File: config.mk
export PLATFORM = sky130hd
export DESIGN_NAME = branch_resolve_predict_flat
export DESIGN_NICKNAME = d
export VERILOG_FILES = /design/src/rtl/branch_resolve_predict_pkg.sv /design/src/rtl/branch_resolve_predict_if.sv /design/src/rtl/branch_resolve_predict_bht.sv /design/src/rtl/branch_resolve_predict.sv /design/src/flat_wrapper.sv
export SDC_FILE = /design/constraint.sdc
export NUM_CORES = 1
export LEC_CHECK = 0
export BUFFER_PORTS_ARGS = -buffer_cell sky130_fd_sc_hd__buf_2
export CAP_MARGIN = 0
export CORE_ASPECT_RATIO = 0.8
export CORE_MARGIN = 2
export CORE_UTILIZATION = 51
export CTS_CLUSTER_DIAMETER = 100
export DETAILED_ROUTE_END_ITERATION = 16
export HOLD_SLACK_MARGIN = 0.08
export PLACE_DENSITY_LB_ADDON = 0.3
export SLEW_MARGIN = 0
export SYNTH_ARGS = -nofsm -noshare
export SYNTH_HDL_FRONTEND = slang
export SYNTH_SLANG_ARGS = --single-unit
File: constraint.sdc
create_clock -name clk -period 2.52 [get_ports clk]
set_input_delay 0.126 -clock clk [delete_from_list [all_inputs] [get_ports clk]]
set_output_delay 0.126 -clock clk [all_outputs]
set_load 0.02 [all_outputs]
File: src/rtl/branch_resolve_predict_pkg.sv
// Shared opcode constants, 2-bit counter encodings and the saturating
// counter step used by the branch predictor table.
package branch_pkg;

  localparam logic [5:0] OP_BLM = 6'd1;
  localparam logic [5:0] OP_BEQ = 6'd4;
  localparam logic [5:0] OP_BNE = 6'd5;
  localparam logic [5:0] OP_BLE = 6'd6;
  localparam logic [5:0] OP_BGT = 6'd7;

  // Counter encodings: strong/weak not-taken, weak/strong taken.
  // The prediction is bit [1].
  localparam logic [1:0] SNT = 2'b00;
  localparam logic [1:0] WNT = 2'b01;
  localparam logic [1:0] WT  = 2'b10;
  localparam logic [1:0] ST  = 2'b11;

  // Decoded view of a resolve request.
  typedef struct packed {
    logic is_branch;
    logic cond;
  } br_dec_t;

  // Move one step toward the observed outcome, clamping at both ends.
  function automatic logic [1:0] sat2_next(input logic [1:0] state,
                                           input logic       taken);
    logic [1:0] nxt;
    nxt = state;
    if (taken) begin
      if (state != ST) nxt = state + 2'd1;
    end else begin
      if (state != SNT) nxt = state - 2'd1;
    end
    return nxt;
  endfunction

endpackage

File: src/rtl/branch_resolve_predict_if.sv
// Bus between the fetch/execute side and the branch resolver/predictor.
//
// Handshake: resolve_valid qualifies resolve_pc/opcode/flags for exactly the
// cycle it is high; there is no ready, the block accepts one resolve every
// cycle. taken_valid is a one-cycle pulse in the following cycle that
// qualifies taken and mispredict for a real branch opcode; when it is low,
// taken and mispredict are held at 0.
interface branch_resolve_predict_if #(
  parameter int STAT_W = 16
);
  logic [31:0]       lookup_pc;
  logic              predict_taken;
  logic              resolve_valid;
  logic [31:0]       resolve_pc;
  logic [5:0]        opcode;
  logic              igual;
  logic              maior;
  logic              menor;
  logic              taken;
  logic              taken_valid;
  logic              mispredict;
  logic [STAT_W-1:0] branch_count;
  logic [STAT_W-1:0] mispred_count;

  // Fetch/execute side drives requests and observes results.
  modport master (
    output lookup_pc, resolve_valid, resolve_pc, opcode, igual, maior, menor,
    input  predict_taken, taken, taken_valid, mispredict,
           branch_count, mispred_count
  );

  // The resolver/predictor itself.
  modport slave (
    input  lookup_pc, resolve_valid, resolve_pc, opcode, igual, maior, menor,
    output predict_taken, taken, taken_valid, mispredict,
           branch_count, mispred_count
  );
endinterface

File: src/rtl/branch_resolve_predict_bht.sv
// Branch history table: 2^IDX_BITS two-bit saturating counters with one
// combinational lookup port and one read-modify-write update port.
module branch_bht
  import branch_pkg::*;
#(
  parameter int         IDX_BITS   = 4,
  parameter logic [1:0] INIT_STATE = WNT
) (
  input  logic                clk,
  input  logic                reset,
  input  logic [IDX_BITS-1:0] rd_idx,
  output logic [1:0]          rd_state,
  input  logic                upd_en,
  input  logic [IDX_BITS-1:0] upd_idx,
  input  logic                upd_taken,
  output logic [1:0]          upd_state
);

  localparam int ENTRIES = 1 << IDX_BITS;

  logic [1:0] tbl [ENTRIES];

  // Both read ports see the table as it stands before the coming edge, so a
  // same-cycle lookup of an entry being updated returns the old value.
  always_comb begin
    rd_state  = tbl[rd_idx];
    upd_state = tbl[upd_idx];
  end

  // Reset loads every entry; otherwise step the addressed counter.
  always_ff @(posedge clk) begin
    if (reset) begin
      for (int i = 0; i < ENTRIES; i++) tbl[i] <= INIT_STATE;
    end else if (upd_en) begin
      tbl[upd_idx] <= sat2_next(upd_state, upd_taken);
    end
  end

endmodule

File: src/rtl/branch_resolve_predict.sv
// Branch resolver with a bimodal predictor: decodes the branch condition
// from ALU flags, registers the outcome, trains the history table, flags
// mispredicts and keeps saturating statistics.
module branch_resolve_predict
  import branch_pkg::*;
#(
  parameter int         IDX_BITS   = 4,
  parameter int         STAT_W     = 16,
  parameter logic [1:0] INIT_STATE = 2'b01
) (
  input  logic                     clk,
  input  logic                     reset,
  branch_resolve_predict_if.slave  bus
);

  localparam logic [STAT_W-1:0] STAT_MAX = {STAT_W{1'b1}};

  br_dec_t           dec;
  logic              do_update;
  logic [1:0]        lookup_state;
  logic [1:0]        resolve_state;
  logic              pred_old;
  logic              mispred_now;
  logic              taken_q;
  logic              taken_valid_q;
  logic              mispredict_q;
  logic [STAT_W-1:0] branch_count_q;
  logic [STAT_W-1:0] mispred_count_q;
  logic              pc_unused;

  // Only the word-aligned index bits address the table; the rest alias.
  assign pc_unused = ^{bus.lookup_pc[31:IDX_BITS+2], bus.lookup_pc[1:0],
                       bus.resolve_pc[31:IDX_BITS+2], bus.resolve_pc[1:0]};

  // Condition decode: unknown opcodes are not branches and never train.
  always_comb begin
    dec = '0;
    unique case (bus.opcode)
      OP_BEQ: dec = '{is_branch: 1'b1, cond: bus.igual};
      OP_BNE: dec = '{is_branch: 1'b1, cond: !bus.igual};
      OP_BLE: dec = '{is_branch: 1'b1, cond: !bus.maior};
      OP_BGT: dec = '{is_branch: 1'b1, cond: bus.maior};
      OP_BLM: dec = '{is_branch: 1'b1, cond: bus.menor};
      default: dec = '0;
    endcase
  end

  // A resolve counts only for a real branch; the prediction it is judged
  // against is the entry value before this edge.
  always_comb begin
    do_update   = bus.resolve_valid && dec.is_branch;
    pred_old    = resolve_state[1];
    mispred_now = dec.cond ^ pred_old;
  end

  branch_bht #(
    .IDX_BITS   (IDX_BITS),
    .INIT_STATE (INIT_STATE)
  ) u_bht (
    .clk       (clk),
    .reset     (reset),
    .rd_idx    (bus.lookup_pc[IDX_BITS+1:2]),
    .rd_state  (lookup_state),
    .upd_en    (do_update),
    .upd_idx   (bus.resolve_pc[IDX_BITS+1:2]),
    .upd_taken (dec.cond),
    .upd_state (resolve_state)
  );

  // Outcome pulses last one cycle; statistics clamp at all-ones.
  always_ff @(posedge clk) begin
    if (reset) begin
      taken_q         <= 1'b0;
      taken_valid_q   <= 1'b0;
      mispredict_q    <= 1'b0;
      branch_count_q  <= '0;
      mispred_count_q <= '0;
    end else begin
      taken_q       <= 1'b0;
      taken_valid_q <= 1'b0;
      mispredict_q  <= 1'b0;
      if (do_update) begin
        taken_q       <= dec.cond;
        taken_valid_q <= 1'b1;
        mispredict_q  <= mispred_now;
        if (branch_count_q != STAT_MAX)
          branch_count_q <= branch_count_q + 1'b1;
        if (mispred_now && (mispred_count_q != STAT_MAX))
          mispred_count_q <= mispred_count_q + 1'b1;
      end
    end
  end

  // Drive the bus from the registered state and the lookup port.
  always_comb begin
    bus.predict_taken = lookup_state[1];
    bus.taken         = taken_q;
    bus.taken_valid   = taken_valid_q;
    bus.mispredict    = mispredict_q;
    bus.branch_count  = branch_count_q;
    bus.mispred_count = mispred_count_q;
  end

endmodule

File: src/flat_wrapper.sv
// flat-port wrapper written by rule: the top's interface ports become plain ports
module branch_resolve_predict_flat import branch_pkg::*;
#(
  parameter int         IDX_BITS   = 4,
  parameter int         STAT_W     = 16,
  parameter logic [1:0] INIT_STATE = 2'b01
)
  (clk, reset, bus_lookup_pc, bus_resolve_valid, bus_resolve_pc, bus_opcode, bus_igual, bus_maior, bus_menor, bus_predict_taken, bus_taken, bus_taken_valid, bus_mispredict, bus_branch_count, bus_mispred_count);
  branch_resolve_predict_if #(.STAT_W(STAT_W)) bus_i ();
  input  logic clk;
  input  logic reset;
  input wire logic [$bits(bus_i.lookup_pc)-1:0] bus_lookup_pc;
  input wire logic [$bits(bus_i.resolve_valid)-1:0] bus_resolve_valid;
  input wire logic [$bits(bus_i.resolve_pc)-1:0] bus_resolve_pc;
  input wire logic [$bits(bus_i.opcode)-1:0] bus_opcode;
  input wire logic [$bits(bus_i.igual)-1:0] bus_igual;
  input wire logic [$bits(bus_i.maior)-1:0] bus_maior;
  input wire logic [$bits(bus_i.menor)-1:0] bus_menor;
  output wire logic [$bits(bus_i.predict_taken)-1:0] bus_predict_taken;
  output wire logic [$bits(bus_i.taken)-1:0] bus_taken;
  output wire logic [$bits(bus_i.taken_valid)-1:0] bus_taken_valid;
  output wire logic [$bits(bus_i.mispredict)-1:0] bus_mispredict;
  output wire logic [$bits(bus_i.branch_count)-1:0] bus_branch_count;
  output wire logic [$bits(bus_i.mispred_count)-1:0] bus_mispred_count;
  assign bus_i.lookup_pc = bus_lookup_pc;
  assign bus_i.resolve_valid = bus_resolve_valid;
  assign bus_i.resolve_pc = bus_resolve_pc;
  assign bus_i.opcode = bus_opcode;
  assign bus_i.igual = bus_igual;
  assign bus_i.maior = bus_maior;
  assign bus_i.menor = bus_menor;
  assign bus_predict_taken = bus_i.predict_taken;
  assign bus_taken = bus_i.taken;
  assign bus_taken_valid = bus_i.taken_valid;
  assign bus_mispredict = bus_i.mispredict;
  assign bus_branch_count = bus_i.branch_count;
  assign bus_mispred_count = bus_i.mispred_count;
  branch_resolve_predict #(.IDX_BITS(IDX_BITS), .STAT_W(STAT_W), .INIT_STATE(INIT_STATE)) u_core (.clk(clk), .reset(reset), .bus(bus_i));
endmodule
Yosys cells after proc, flatten, opt, wreduce, memory -nomap -nowiden
Memory sizes are Yosys's and may differ from the RTL's.
Index checks and enable logic that the tools add are counted.
Widths: inputs -> output; s select.
Operators by class
  add/subtract/negate cells: 4
  eq/ne operators: 8
  mux-type cells: 14
  bitwise gates (word level): 2
  reduce and logical (&&, ||, !) cells: 9
Operators with widths (count)
  $add 16x1->16 const B: 2
  $ne 16x16->1 const B: 2
  $eq 6x3->1 const B: 4
  $mux 2: 6
  $pmux 2 s5: 1
  $eq 6x1->1 const B: 1
  $mux 1: 6
  $mux 4: 1
  $reduce_and 2->1: 2
  $reduce_or 2->1: 2
  $add 2x1->2 const B: 1
  $logic_and 1x1->1: 2
  $logic_not 1->1: 2
  $ne 2x2->1 const B: 1
  $reduce_bool 2->1: 1
  $sub 2x1->2 const B: 1
  $not 1->1: 1
  $xor 1x1->1: 1
Word-level totals
  flip-flop bits (word level): 35
  bits in writable memories: 32
  input bits: 76
  logic and storage cells: 43
  memories: 1
Memories
  u_core.u_bht.tbl: depth 16, bits a word 2, rd ports 2, clocked after Yosys merged registers in 0, write ports 16, line branch_resolve_predict_bht.sv:21  | logic [1:0] tbl [ENTRIES];

Longest topological paths before layout
  depth in word-level cells: 8
  depth in mapped cells: 9
  depth with buffers taken out: 7

Modules after synthesis
Synthesis repeated with hierarchy kept, for this count alone.
Second synthesis, totals
  cells, all modules: 368
  area, all modules: 3771.1 um^2
Modules (own cells, without submodules)
  branch_bht: times used 1, cells an instance 153, area each 1913.1 um^2, seq. area each 960.9 um^2
  branch_resolve_predict: times used 1, cells an instance 215, area each 1858.0 um^2, seq. area each 700.7 um^2

Worst setup path before layout
No wires, ideal clock.
  path kind: register to register
  start point: reg u_core.mispred_count_q[0] (netlist: u_core.bus.mispred_count[0])
  end point: reg u_core.mispred_count_q[15] (netlist: u_core.bus.mispred_count[15])
  setup time: 0.123 ns
  data arrival time: 2.126 ns
  setup slack: 0.271 ns
  cell stages (with the launch flop): 8
  buffers on the path: 1
  path through: dfxtp_1 ha_1 nand3_1 nor3_1 or4b_2 clkbuf_1 nor4b_2 mux2_1
Between the ends
  longest elaborated chain between the ends: 3
RTL lines
  from (decl): line branch_resolve_predict.sv:28  | logic [STAT_W-1:0] mispred_count_q;
  from (signal assigned): line branch_resolve_predict.sv:89  | mispred_count_q <= mispred_count_q + 1'b1;
  parallel branches: the longest is 3 deep, another holds $add 16x1->16
Parallel ways; which one is timed is not known.
A chain may end at the register's enable or synchronous reset.

==> flow_summary_export.csv <==
group,metric,value,unit
final_layout,layout.area.seq,1660,um2
global_routing,grt_util_all_layers,0.203,
die,fp.dieH,77.9,um
power,swShare,0.242,
routing,ant_nets,0,
clocking,cts_buffer_depth,2,
hold_path,holdPathEnd,"u_core.bus.branch_count[5]$_SDFFE_PP0P_",
final_layout,fin_nets,473,
timing,min_period_over_period,0.950,
worst_setup_path,reg2reg_depth,6,
global_routing,grt_pass1_wl,11300,um
final_layout,drive_above_1_share,0.270,
worst_setup_path,cp_max_fo,28,
routing,via_per_inst,5.73,
worst_setup_path,r2r_end,"u_core.bus.mispred_count[6]$_SDFFE_PP0P_",
power,power,0.00208,W
logic_synthesis,synthCells,334,
final_layout,mostFrequentLayoutCell,"buf_2",
power,powerDensity,515,nW/um2
worst_setup_path,startpoint_type,"flop",
power,power_frac_comb,0.091,
global_routing,grt_use_met2,0.307,
logic_synthesis,synth_top_family_by_area,"simple AND/OR/NAND/NOR gates",
worst_setup_path,r2r_slack,120,ps
place,gp_congestion,0.838,
logic_synthesis,yosysTopAreaCell,"edfxtp_1",
logic_synthesis,async_reset_ff_frac,0,
routing,first_pass_iters,5,
final_layout,nFillCells,556,
clocking,htree_levels,3,
die,rows,26,
worst_setup_path,crit_arrival,2620,ps
logic_synthesis,syn_area,3480,um2
die,fp.coreArea,6510,um2
worst_setup_path,critPathKind,"reg2reg",
logic_synthesis,syn_avg_cell_area,10.4,um2
logic_synthesis,yosysTopAreaCellShare,0.276,
die,die_w,96.4,um
routing,drc,0,
final_layout,areaGrowthSynthToFinish,16.1,%
worst_setup_path,cp-startpoint,"u_core.u_bht.tbl[5][1]$_SDFFCE_PN0P_",
timing,fin_crit,2400,ps
clocking,clkSlewWorstSetupHoldPaths,70,ps
global_routing,grt_max_degree,42,
worst_setup_path,r2r-start,"u_core.u_bht.tbl[5][1]$_SDFFCE_PN0P_",
final_layout,antennaDiodeCount,0,
routing,drt_iter0_drc,153,
timing,setup-tns-final,0,ps
final_layout,multi_input_area,1710,um2
global_routing,met1_usage,0.274,
logic_synthesis,ys_seq_area_frac,0.477,
logic_synthesis,synth.area.top_cells,"edfxtp_1 (28%), dfxtp_1 (20%), mux4_2 (7.8%)",
global_routing,grt_use_met3,0.0612,
global_routing,antenna_found_initial,0,
logic_synthesis,synthAdderAreaFrac,0.0133,
place,dp_cells,468,
die,dieArea,7510,um2
timing,max_slew.worst_pin.slew,621,ps
place,place_hpwl,5230,um
clocking,cts_root_buffer,"clkbuf_8",
routing,via_count,2775,
logic_synthesis,synthSimpleGateAreaFrac,0.262,
hold_path,worstHoldStart,"reset",
timing,clock_skew,5.67,ps
flow_run,drv_cap,0,
global_routing,grt_pass1_vias,2451,
clocking,cts_buffers,9,
power,cellInternalPower,0.00158,W
final_layout,fin_util,0.621,
routing,wl_per_cell,15.0,um
final_layout,final_cell_mix,"buf_2 (55), nor2_1 (41), dfxtp_1 (35), edfxtp_1 (32), nand2_1 (27)",
timing,relSlewSlack,0.586,
clocking,cts_resized,0,
clocking,postCtsHoldBufs,0,
logic_synthesis,synthMuxAreaShare,0.108,
clocking,clock_sinks,67,
clocking,clock_latency,340,ps
logic_synthesis,synth-xor-area-share,0.0482,
logic_synthesis,syn_nets,412,
power,ir_drop,0.311,mV
power,power.switching,0.000503,W
worst_setup_path,end_kind,"flop",
timing,hold_viol,0,
timing,finalMaxSlewViolations,0,
final_layout,final_cells,484,
die,initial_core_util,0.535,
logic_synthesis,synth_compound_area_frac,0.0600,
global_routing,gr-total-overflow,0,
hold_path,hp-class,"in2reg",
power,leakage,1.46,nW
place,portBuffers,55,
timing,setup_viol,0,
outcome,outcome,"complete, no violations",
hold_path,hold_depth,2,
clocking,postCtsSetupBuffers,0,
routing,drt-total-wl,7280,um
die,io_pins,112,
timing,fmax,418,MHz
logic_synthesis,synth_cell_types,47,
power,clkPwrFrac,0.353,
power,p_seq_frac,0.556,
global_routing,grt_busiest_layer,"met2",
logic_synthesis,ys.flop_type,"dfxtp_1",
worst_setup_path,cp.required,2750,ps
logic_synthesis,synth_warnings,0,
logic_synthesis,synth-edff-count,32,
logic_synthesis,ys_ff_latch,67,
timing,rsz0062_at_grt,"false",
clocking,cts_tree,"yes",
-- how the worst max path moves through the flow --
| stage | endpoint | slack (ps) | depth (start not counted) |
|---|---|---|---|
| after floorplan | u_core.bus.mispred_count[15]$_SDFFE_PP0P_ | 270 | 7 |
| after global placement | u_core.bus.mispred_count[6]$_SDFFE_PP0P_ | 110 | 7 |
| after detailed placement | u_core.bus.mispred_count[6]$_SDFFE_PP0P_ | 90 | 7 |
| after CTS | u_core.bus.mispred_count[6]$_SDFFE_PP0P_ | 110 | 6 |
| after global routing | u_core.bus.mispred_count[6]$_SDFFE_PP0P_ | 40 | 6 |
| final | u_core.bus.mispred_count[6]$_SDFFE_PP0P_ | 120 | 6 |
-- power groups by stage --
stage	sequential (W)	clock [W]	combinational, W
global placement	0.00118	0	0.000185
detailed placement	0.00118	0	0.000189
finish	0.00116	0.000735	0.000189
CTS	0.00116	0.000760	0.000190
global route	0.00116	0.000794	0.000204
floorplan	0.00118	0	0.000132
-- kinds of logic (layout without fill, tap and decap cells) --
kind of cell	Yosys count	in the layout
buf+inv	24	90
flops	67	67
mux	19	19
fa+ha+maj	4	4
xor+xnor	17	17
simple gates	171	171
compound gates	32	32
-- area by class of cell --
type / instances / share of cell area
Clock inverter: 4 / 0.00434
Timing Repair Buffer: 68 / 0.0954
Sequential cell: 67 / 0.411
Inverter: 6 / 0.00557
Multi-Input combinational cell: 243 / 0.424
Tap cell: 84 / 0.0260
Clock buffer: 12 / 0.0334
-- critical path, stage by stage, from the launching register on --
cell	delay, ps
edfxtp_1	410
mux4_1	540
a22oi_2	150
and3_4	250
xnor2_4	190
nor4_1	380
mux2_1	350
-- synth_stat cells, types with 3 or more instances --
| cell | number |
|---|---|
| o31ai_1 | 11 |
| nor3_1 | 11 |
| xnor2_1 | 4 |
| inv_1 | 6 |
| xor2_1 | 12 |
| mux4_2 | 12 |
| or2_2 | 7 |
| or4_1 | 12 |
| edfxtp_1 | 32 |
| nand2b_1 | 15 |
| dfxtp_1 | 35 |
| clkbuf_1 | 15 |
| nand2_1 | 27 |
| nor4_1 | 4 |
| nand3_1 | 18 |
| nor2b_1 | 10 |
| and3_1 | 3 |
| nor2_1 | 41 |
| a21oi_1 | 13 |
| nand4_1 | 11 |
-- metal layers --
layer  routed length, um  share of wire
met3                 567          0.078
met5                   0              0
met2                3410           0.47
met1                3200           0.44
met4                  95          0.013
-- stage by stage --
| step | hold slack, ps | setup slack [ps] | cell area (um2) |
|---|---|---|---|
| floorplan | 229 | 271 | 3480 |
| global placement | 480 | 105 | 3890 |
| detailed placement | 486 | 94.4 | 3890 |
| CTS | 135 | 113 | 4040 |
| global route | 158 | 38.5 | 4040 |
| finish | 148 | 125 | 4040 |
-- flip-flops by register name (all words and copies together), names as in the netlist --
register / cells
u_core.u_bht.tbl: 32
u_core.bus.branch_count: 16
u_core.bus.mispred_count: 16
u_core.bus.mispredict: 1
u_core.bus.taken: 1
u_core.bus.taken_valid: 1
Power figures use the tool's default switching activity.
